<file path="src/rtl/waveform_pkg.sv">
// Shared types and constants for the waveform capture path (capture stage and UART framer).
// SYNCx are the two fixed frame-start bytes; DEF_* are the default build geometry.
package waveform_pkg;

    localparam int DEF_NUM_SAMPLES = 2000;
    localparam int DEF_SAMPLE_W    = 14;
    localparam int DEF_ADDR_W      = 11;

    localparam logic [7:0] SYNC0 = 8'hA5;
    localparam logic [7:0] SYNC1 = 8'h5A;

    typedef enum logic [2:0] {
        ST_IDLE,
        ST_HDR,
        ST_FETCH,
        ST_SEND_HI,
        ST_SEND_LO,
        ST_CSUM
    } state_t;

    function automatic logic [7:0] hdr_byte(input logic [1:0] idx, input logic [15:0] wn);
        case (idx)
            2'd0:    hdr_byte = SYNC0;
            2'd1:    hdr_byte = SYNC1;
            2'd2:    hdr_byte = wn[15:8];
            default: hdr_byte = wn[7:0];
        endcase
    endfunction

endpackage

</file>
<file path="src/rtl/waveform_uart_framer.sv">
// Streams each newly completed capture as an A5 5A wn_hi wn_lo {hi,lo}* byte frame to the UART TX.
// Defining WAVEFORM_FRAMER_CHECKSUM_EN appends one XOR checksum byte covering everything after 0x5A.
// Latency: A5 is valid two edges after the capture edge; tx_data/tx_valid are held while tx_ready is low.
module waveform_uart_framer
    import waveform_pkg::*;
#(
    parameter int NUM_SAMPLES = DEF_NUM_SAMPLES,
    parameter int SAMPLE_W    = DEF_SAMPLE_W,
    parameter int ADDR_W      = DEF_ADDR_W
) (
    input  logic                clk,
    input  logic                rst_n,
    input  logic [15:0]         wave_number,
    output logic [ADDR_W-1:0]   rd_addr,
    input  logic [SAMPLE_W-1:0] rd_data,
    output logic [7:0]          tx_data,
    output logic                tx_valid,
    input  logic                tx_ready,
    output logic                busy,
    output logic [7:0]          dropped
);

    localparam logic [ADDR_W-1:0] LAST_IDX = ADDR_W'(NUM_SAMPLES - 1);

    state_t            state_q, state_d;
    logic [15:0]       wn_prev_q;
    logic [15:0]       wn_lat_q, wn_lat_d;
    logic [1:0]        hdr_idx_q, hdr_idx_d;
    logic              phase_q, phase_d;
    logic [7:0]        lo_q, lo_d;
    logic [ADDR_W-1:0] rd_addr_q, rd_addr_d;
    logic [7:0]        tx_data_q, tx_data_d;
    logic              tx_valid_q, tx_valid_d;
    logic              busy_q, busy_d;
    logic [7:0]        dropped_q, dropped_d;
`ifdef WAVEFORM_FRAMER_CHECKSUM_EN
    logic [7:0]        csum_q, csum_d;
`endif

    logic        new_cap;
    logic [15:0] sample16;
    logic [7:0]  samp_hi;
    logic [7:0]  samp_lo;

    assign new_cap  = (wave_number != wn_prev_q);
    assign sample16 = 16'(rd_data);
    // Top two bits of the hi byte are always zero on the wire, whatever SAMPLE_W is.
    assign samp_hi  = sample16[15:8] & 8'h3F;
    assign samp_lo  = sample16[7:0];

    always_comb begin
        state_d    = state_q;
        wn_lat_d   = wn_lat_q;
        hdr_idx_d  = hdr_idx_q;
        phase_d    = phase_q;
        lo_d       = lo_q;
        rd_addr_d  = rd_addr_q;
        tx_data_d  = tx_data_q;
        tx_valid_d = tx_valid_q;
        busy_d     = busy_q;
        dropped_d  = dropped_q;
`ifdef WAVEFORM_FRAMER_CHECKSUM_EN
        csum_d     = csum_q;
`endif

        if (new_cap && (state_q != ST_IDLE) && (dropped_q != 8'hFF)) begin
            dropped_d = dropped_q + 8'd1;
        end

        case (state_q)
            ST_IDLE: begin
                if (new_cap) begin
                    wn_lat_d  = wave_number;
                    hdr_idx_d = 2'd0;
                    busy_d    = 1'b1;
                    state_d   = ST_HDR;
`ifdef WAVEFORM_FRAMER_CHECKSUM_EN
                    csum_d    = wave_number[15:8] ^ wave_number[7:0];
`endif
                end
            end
            ST_HDR: begin
                if (!tx_valid_q) begin
                    tx_data_d  = hdr_byte(hdr_idx_q, wn_lat_q);
                    tx_valid_d = 1'b1;
                end else if (tx_ready) begin
                    if (hdr_idx_q == 2'd3) begin
                        tx_valid_d = 1'b0;
                        rd_addr_d  = '0;
                        phase_d    = 1'b0;
                        state_d    = ST_FETCH;
                    end else begin
                        hdr_idx_d = hdr_idx_q + 2'd1;
                        tx_data_d = hdr_byte(hdr_idx_q + 2'd1, wn_lat_q);
                    end
                end
            end
            ST_FETCH: begin
                // phase 0 presents the address, phase 1 sees the RAM output
                if (!phase_q) begin
                    phase_d = 1'b1;
                end else begin
                    tx_data_d  = samp_hi;
                    tx_valid_d = 1'b1;
                    lo_d       = samp_lo;
                    state_d    = ST_SEND_HI;
`ifdef WAVEFORM_FRAMER_CHECKSUM_EN
                    csum_d     = csum_q ^ samp_hi ^ samp_lo;
`endif
                end
            end
            ST_SEND_HI: begin
                if (tx_ready) begin
                    tx_data_d = lo_q;
                    state_d   = ST_SEND_LO;
                end
            end
            ST_SEND_LO: begin
                if (tx_ready) begin
                    if (rd_addr_q == LAST_IDX) begin
`ifdef WAVEFORM_FRAMER_CHECKSUM_EN
                        tx_data_d  = csum_q;
                        state_d    = ST_CSUM;
`else
                        tx_valid_d = 1'b0;
                        busy_d     = 1'b0;
                        state_d    = ST_IDLE;
`endif
                    end else begin
                        tx_valid_d = 1'b0;
                        rd_addr_d  = rd_addr_q + ADDR_W'(1);
                        phase_d    = 1'b0;
                        state_d    = ST_FETCH;
                    end
                end
            end
`ifdef WAVEFORM_FRAMER_CHECKSUM_EN
            ST_CSUM: begin
                if (tx_ready) begin
                    tx_valid_d = 1'b0;
                    busy_d     = 1'b0;
                    state_d    = ST_IDLE;
                end
            end
`endif
            default: state_d = ST_IDLE;
        endcase
    end

    always_ff @(posedge clk or negedge rst_n) begin
        if (!rst_n) begin
            state_q    <= ST_IDLE;
            wn_prev_q  <= '0;
            wn_lat_q   <= '0;
            hdr_idx_q  <= '0;
            phase_q    <= 1'b0;
            lo_q       <= '0;
            rd_addr_q  <= '0;
            tx_data_q  <= '0;
            tx_valid_q <= 1'b0;
            busy_q     <= 1'b0;
            dropped_q  <= '0;
`ifdef WAVEFORM_FRAMER_CHECKSUM_EN
            csum_q     <= '0;
`endif
        end else begin
            state_q    <= state_d;
            wn_prev_q  <= wave_number;
            wn_lat_q   <= wn_lat_d;
            hdr_idx_q  <= hdr_idx_d;
            phase_q    <= phase_d;
            lo_q       <= lo_d;
            rd_addr_q  <= rd_addr_d;
            tx_data_q  <= tx_data_d;
            tx_valid_q <= tx_valid_d;
            busy_q     <= busy_d;
            dropped_q  <= dropped_d;
`ifdef WAVEFORM_FRAMER_CHECKSUM_EN
            csum_q     <= csum_d;
`endif
        end
    end

    assign rd_addr  = rd_addr_q;
    assign tx_data  = tx_data_q;
    assign tx_valid = tx_valid_q;
    assign busy     = busy_q;
    assign dropped  = dropped_q;

endmodule

</file>
<file path="config.mk">
export PLATFORM = sky130hd
export DESIGN_NAME = waveform_uart_framer
export DESIGN_NICKNAME = d
export VERILOG_FILES = /design/src/rtl/waveform_pkg.sv /design/src/rtl/waveform_uart_framer.sv
export SDC_FILE = /design/constraint.sdc
export NUM_CORES = 1
export LEC_CHECK = 0
export CAP_MARGIN = 15
export CORE_ASPECT_RATIO = 0.7
export CORE_UTILIZATION = 40
export CTS_CLUSTER_DIAMETER = 120
export CTS_CLUSTER_SIZE = 12
export DETAILED_ROUTE_END_ITERATION = 6
export PLACE_DENSITY_LB_ADDON = 0.05
export SLEW_MARGIN = 5
export SYNTH_ARGS = -nofsm -noshare
export SYNTH_HDL_FRONTEND = slang
export SYNTH_SLANG_ARGS = --single-unit
</file>
<file path="constraint.sdc">
create_clock -name clk -period 4.1 [get_ports clk]
set_input_delay 0.82 -clock clk [delete_from_list [all_inputs] [get_ports clk]]
set_output_delay 0.82 -clock clk [all_outputs]
set_load 0.005 [all_outputs]
</file>
==> results.txt, run 1 <==
Run status = complete, no violations
Share of the yosys chip area belonging to registers = 50.5%
EDFF count, synth = 0
Number of nets with antenna violations after routing = 0
Global-route wire length before repair = 13.4 mm
Critical path peak fanout = 18
Hold-fix buffers, CTS = 0
Tightest hold margin = 0.509 ns
Pint = 2.19 mW
Portion of the clock cycle consumed by the worst path in the final layout = 76.7%
Classification of the worst-slack hold path = flop to flop
Vias in the first global route = 2545
Max-slew violation total from the final report = 0
Combinational share of power = 36.5%
First-pass iteration count of the detailed router = 4
Most common library cell in the layout ignoring fill and taps = sky130_fd_sc_hd__dfrtp_1
Count of buffer and inverter cells on the critical path = 1
Vias per inst = 5.23
Drt total wl = 8.41 mm
Number of synthesized register bits = 75
CP peak stage delay = 0.53 ns
Number of buffers between clock root and the deepest sink = 2
Reported max-cap violation count = 0
Family with the most delay on the worst path = simple AND/OR/NAND/NOR gates
Seq pwr share = 38.7%
Relative max-transition margin = 37.3%
Number of I/O port buffers = 61
Clk pwr share = 24.8%
Number of instances in the synthesized netlist = 340
Top library cells by usage in the layout, fill and taps aside = 75 x sky130_fd_sc_hd__dfrtp_1, 60 x sky130_fd_sc_hd__clkdlybuf4s50_1, 30 x sky130_fd_sc_hd__nand2_1
RSZ-0062 raised after global routing = no
Net switching fraction of the power = 34.3%
Clock period minus worst slack = 3.15 ns
Number of clock sinks = 75
Number of inserted diodes = 0
Number of DRC violations after detailed routing = 0
FF-to-FF path depth = 5
Netlist Area Pre-Place = 3710 µm²
Number of warnings printed during yosys synthesis = 0
Number of buffers inserted during clock tree synthesis = 9
Die W = 117 µm
Clock latency on the worst-skew pair = 0.33 ns
Crit Path Category = input port to flop
CP required = 4.31 ns
H-tree level count = 3
Endpoint, Worst Hold = lo_q[0]$_DFFE_PN0P_
Total setup buffers inserted after CTS = 0
Signal arrival time at the worst endpoint = 3.36 ns
Clock skew = 0.00595 ns
Slowest cell on crit path = sky130_fd_sc_hd__nand2_2
Number of antenna violations at the first check in global routing = 0
Placed Area = 4420 µm²
Worst Setup End Kind = flop
Reg clk slew, reported paths = 0.06 ns
Worst-path cell chain = clkdlybuf4s50_1 -> xor2_1 -> nor4_1 -> nand4_1 -> nand2_2 -> mux2_2
Worst-case vdd ir drop = 277 µV
Synthesized area per cell = 10.9 µm²
Share of cells above drive strength 1 = 12.9%
Num ports = 62
Fin nets = 440
Worst r2r src = wn_prev_q[5]$_DFF_PN0_
Power dissipated by switching net loads = 1.15 mW
Hold path start = lo_q[0]$_DFFE_PN0P_
Static leakage = 2.02 nW
Drt initial violations = 150
Minimum setup slack in the final design = 0.954 ns
Async set or reset register ratio after synthesis = 100%
Via Count = 2764
Initial core utilization = 41.1%
TritonCTS clock tree = yes
Largest net degree at the start of global routing = 76
Instance count after placement with tap cells included = 512
Upper clock frequency limit = 318 MHz
Mean routed wirelength per cell = 15.9 µm
Count of distinct cell types in the synthesized netlist = 45
Overall fraction of global-route tracks in use = 18.8%
Most common flop cell mapped by yosys = sky130_fd_sc_hd__dfrtp_1
Final cell count without fillers = 528
Count of endpoints failing hold in the final timing report = 0
Setup slack of the worst register-to-register path = 1.55 ns
Net count of the mapped netlist = 381
Cell depth of the worst hold path = 1
Power density normalized to cell area = 705 nW/µm²
Worst setup timing slack at the placement stage = 0.575 ns
Register area = 1880 µm²
Std-Cell Rows = 29
Total die area = 9680 µm²
Signed area change from the synthesized netlist to the final layout = 27.6%
GRT Residual Overflow = 0
Fill cell instance count of the final layout = 820
Area of the core region = 9030 µm²
Clk Tree Root Cell = sky130_fd_sc_hd__clkbuf_16
Slew @ Worst Pin = 0.931 ns
Terminus of the critical flop-to-flop path = wn_lat_q[10]$_DFFE_PN0P_
Routability Congestion = 0.840
Post-route design area = 4740 µm²
Final setup violation count = 0
DP HPWL = 5.99 mm
Multi-input logic area = 1740 µm²
Cts repair resizes = 0
Type of origin of the critical path = input port
Final sum of negative setup slack = 0 ns
Vertical extent of the die = 82.6 µm
## power by group through the flow
stage / clock network, mW / registers [mW] / logic (mW)
2_1_floorplan: 0 / 1.19 / 0.844
3_3_place_gp: 0 / 1.30 / 1.20
3_5_place_dp: 0 / 1.30 / 1.23
4_1_cts: 0.851 / 1.29 / 1.23
5_1_grt: 0.875 / 1.33 / 1.37
6_report: 0.829 / 1.29 / 1.22
## synthesized netlist by cell type (9+ instances only)
master	number	area, µm²
sky130_fd_sc_hd__nor4_1	9	56.3
sky130_fd_sc_hd__xor2_1	17	149
sky130_fd_sc_hd__a21oi_1	21	105
sky130_fd_sc_hd__nor2b_1	12	75.1
sky130_fd_sc_hd__dfrtp_1	75	1880
sky130_fd_sc_hd__nor2_1	15	56.3
sky130_fd_sc_hd__mux2_2	27	304
sky130_fd_sc_hd__nand3_1	9	45.0
sky130_fd_sc_hd__xnor2_1	14	123
sky130_fd_sc_hd__nand2_1	30	113
## state kept, by name, indices dropped and copies added, names as in the netlist, 2 cells and up
register   flops
wn_lat_q      16
state_q        3
hdr_idx_q      2
dropped        8
tx_data        8
wn_prev_q     16
lo_q           8
rd_addr       11
## cells by family after synthesis
logic type	Yosys count	synth area share [%]
AND/OR/NAND/NOR	107	15.3
flip-flops	75	50.5
AO/OA/AOI/OAI	65	11.9
multiplexers	33	9.80
XOR/XNOR	31	7.31
buffers and inverters	21	2.56
adder cells (fa/ha/maj)	8	2.69
## area by class of cell
cell class,instances,share of cell area [%]
Clock buffer,12,5.62
Sequential cell,75,39.6
Timing Repair Buffer,62,13.0
Inverter,7,0.554
Tap cell,124,3.27
Multi-Input combinational cell,244,36.8
Clock inverter,4,1.19
## worst max path at each step
stage	start	endpoint	slack [ns]	depth (start not counted)
global route	wave_number[5]	wn_lat_q[8]$_DFFE_PN0P_	0.80	6
CTS	wave_number[5]	wn_lat_q[10]$_DFFE_PN0P_	0.91	6
global placement	wave_number[3]	wn_lat_q[5]$_DFFE_PN0P_	0.61	6
floorplan	wave_number[15]	wn_lat_q[10]$_DFFE_PN0P_	1.73	6
finish	wave_number[3]	wn_lat_q[10]$_DFFE_PN0P_	0.95	6
detailed placement	wave_number[5]	wn_lat_q[3]$_DFFE_PN0P_	0.57	6
## per-stage QoR
step / power [mW] / util [%]
global route: 3.57 / 52.5
finish: 3.34 / 52.5
detailed placement: 2.53 / 48.9
global placement: 2.50 / 48.9
floorplan: 2.03 / -
CTS: 3.37 / 52.5
## layer usage
metal / up-vias / global-route usage (%) / wire length [µm] / share of wire [%]
met5: - / 0 / 0 / 0
li1: 1349 / - / - / -
met1: 1337 / 29.2 / 4580 / 54
met3: 9 / 4.96 / 430 / 5.1
met4: 0 / 5.70 / 96 / 1.1
met2: 69 / 24.7 / 3300 / 39
Power figures use the tool's default switching activity.
==> inputs of run 2 (changes only) <==
==> constraint.sdc (replaced) <==
create_clock -name clk -period 2.95 [get_ports clk]
set_input_delay 0.59 -clock clk [delete_from_list [all_inputs] [get_ports clk]]
set_output_delay 0.59 -clock clk [all_outputs]
set_load 0.005 [all_outputs]
==> results.txt, run 2 (synthesis gave the netlist of run 1 again) <==
First-pass iteration count of the detailed router = 5 (+1)
Crit Path Category = input port to flop
Std-Cell Rows = 29 (unchanged)
Vias per inst = 5.22 (-0.29%)
CP required = 3.17 ns (-1.14 ns)
Critical path peak fanout = 18 (unchanged)
Signed area change from the synthesized netlist to the final layout = 29.3%
Most common library cell in the layout ignoring fill and taps = sky130_fd_sc_hd__dfrtp_1
Worst-case vdd ir drop = 355 µV (+28%)
Total setup buffers inserted after CTS = 0 (unchanged)
Cts repair resizes = 0 (unchanged)
Worst setup timing slack at the placement stage = 0.0709 ns (-0.504 ns)
Clock period minus worst slack = 2.43 ns
Setup slack of the worst register-to-register path = 0.63 ns (-0.92 ns)
Static leakage = 2.05 nW (+1.3%)
Drt total wl = 8.62 mm (+2.5%)
Number of nets with antenna violations after routing = 0 (unchanged)
H-tree level count = 3 (unchanged)
Total die area = 9680 µm² (unchanged)
Signal arrival time at the worst endpoint = 2.65 ns (-0.71 ns)
Type of origin of the critical path = input port
TritonCTS clock tree = yes
Final sum of negative setup slack = 0 ns (unchanged)
Clock latency on the worst-skew pair = 0.34 ns (about the same)
Clk Tree Root Cell = sky130_fd_sc_hd__clkbuf_16
Initial core utilization = 41.1% (unchanged)
Final setup violation count = 0 (unchanged)
Number of I/O port buffers = 61 (unchanged)
Power density normalized to cell area = 995 nW/µm² (+41%)
Top library cells by usage in the layout, fill and taps aside = 75 x sky130_fd_sc_hd__dfrtp_1, 60 x sky130_fd_sc_hd__clkdlybuf4s50_1, 30 x sky130_fd_sc_hd__nand2_1
Number of buffers between clock root and the deepest sink = 2 (unchanged)
Number of clock sinks = 75 (unchanged)
Portion of the clock cycle consumed by the worst path in the final layout = 82.4%
Reg clk slew, reported paths = 0.06 ns (about the same)
Reported max-cap violation count = 0 (unchanged)
Hold-fix buffers, CTS = 0 (unchanged)
Via Count = 2782 (+0.65%)
Largest net degree at the start of global routing = 76 (unchanged)
Routability Congestion = 0.819 (-2.5%)
RSZ-0062 raised after global routing = no
Upper clock frequency limit = 411 MHz
Number of buffers inserted during clock tree synthesis = 9 (unchanged)
Clock skew = 0.00615 ns (+0.000193 ns)
Minimum setup slack in the final design = 0.520 ns (-0.434 ns)
Count of endpoints failing hold in the final timing report = 0 (unchanged)
Fin nets = 445 (+1.1%)
DP HPWL = 6.08 mm (+1.5%)
Instance count after placement with tap cells included = 517 (+0.98%)
Area of the core region = 9030 µm² (unchanged)
Drt initial violations = 114 (-24%)
Slew @ Worst Pin = 0.958 ns (+0.0272 ns)
Share of cells above drive strength 1 = 13.9% (+1.1 points)
Final cell count without fillers = 533 (+0.95%)
Vias in the first global route = 2658 (+4.4%)
Number of inserted diodes = 0 (unchanged)
Num ports = 62 (unchanged)
Number of antenna violations at the first check in global routing = 0 (unchanged)
GRT Residual Overflow = 0 (unchanged)
Vertical extent of the die = 82.6 µm (unchanged)
Placed Area = 4450 µm² (+0.85%)
Global-route wire length before repair = 13.9 mm (+3.7%)
Relative max-transition margin = 36.1% (-1.2 points)
Mean routed wirelength per cell = 16.2 µm (+1.5%)
Run status = complete, no violations
Die W = 117 µm (unchanged)
Classification of the worst-slack hold path = input port to async pin
Number of DRC violations after detailed routing = 0 (unchanged)
Worst Setup End Kind = flop
Max-slew violation total from the final report = 0 (unchanged)
Overall fraction of global-route tracks in use = 19.3% (+0.54 points)
Post-route design area = 4800 µm² (+1.3%)
## run 2: area by class of cell
cell class | instances | area, µm²
fillers | 812 | 4230
repair buffers | 67 | 653
well taps | 124 | 155
inverters | 7 | 26.3
multi-input cells | 244 | 1740
clock buffers | 9 | 225
flip-flops and latches | 75 | 1880
clock inverters | 7 | 123
## run 2: path summary, 6_finish.rpt
path                                          start                       end  cells past startpoint
max                                  wave_number[5]  wn_lat_q[13]$_DFFE_PN0P_                      6
min                                           rst_n       lo_q[5]$_DFFE_PN0P_                      1
max reg2reg                hdr_idx_q[0]$_DFFE_PN0P_    rd_addr[8]$_DFFE_PN0P_                      6
min reg2reg                  dropped[7]$_DFFE_PN0P_    dropped[7]$_DFFE_PN0P_                      1
max in group asynchronous                     rst_n    rd_addr[9]$_DFFE_PN0P_                      1
min in group clk             dropped[7]$_DFFE_PN0P_    dropped[7]$_DFFE_PN0P_                      1
## run 2: per-layer routing
| metal | up-vias | global-route usage, % | part of all wire, % |
|---|---|---|---|
| met3 | 10 | 5.91 | 5.7 |
| met1 | 1339 | 29.3 | 54 |
| li1 | 1362 | - | - |
| met2 | 71 | 25.0 | 39 |
| met5 | - | 0 | 0 |
| met4 | 0 | 6.84 | 1.2 |
## run 2: metrics by stage
step | util [%] | hold WS, ns | total power [mW]
after floorplan | - | 0.294 | 2.83
after global placement | 49.3 | 0.486 | 3.47
after detailed placement | 49.3 | 0.489 | 3.52
after CTS | 53.2 | 0.449 | 4.82
after global routing | 53.2 | 0.482 | 5.14
final | 53.2 | 0.397 | 4.78
## run 2: report_power, final
part | switching [mW] | internal, mW | total, mW
Sequential | 0.364 | 1.39 | 1.76
Combinational | 0.817 | 0.935 | 1.75
Clock | 0.436 | 0.831 | 1.27
Total | 1.62 | 3.16 | 4.78
## run 2: critical path: stages
cell and delay [ns]:
sky130_fd_sc_hd__clkdlybuf4s50_1 0.46, sky130_fd_sc_hd__xor2_1 0.17, sky130_fd_sc_hd__nor4_1 0.45, sky130_fd_sc_hd__nand4_1 0.21, sky130_fd_sc_hd__nand2_2 0.37, sky130_fd_sc_hd__mux2_2 0.39
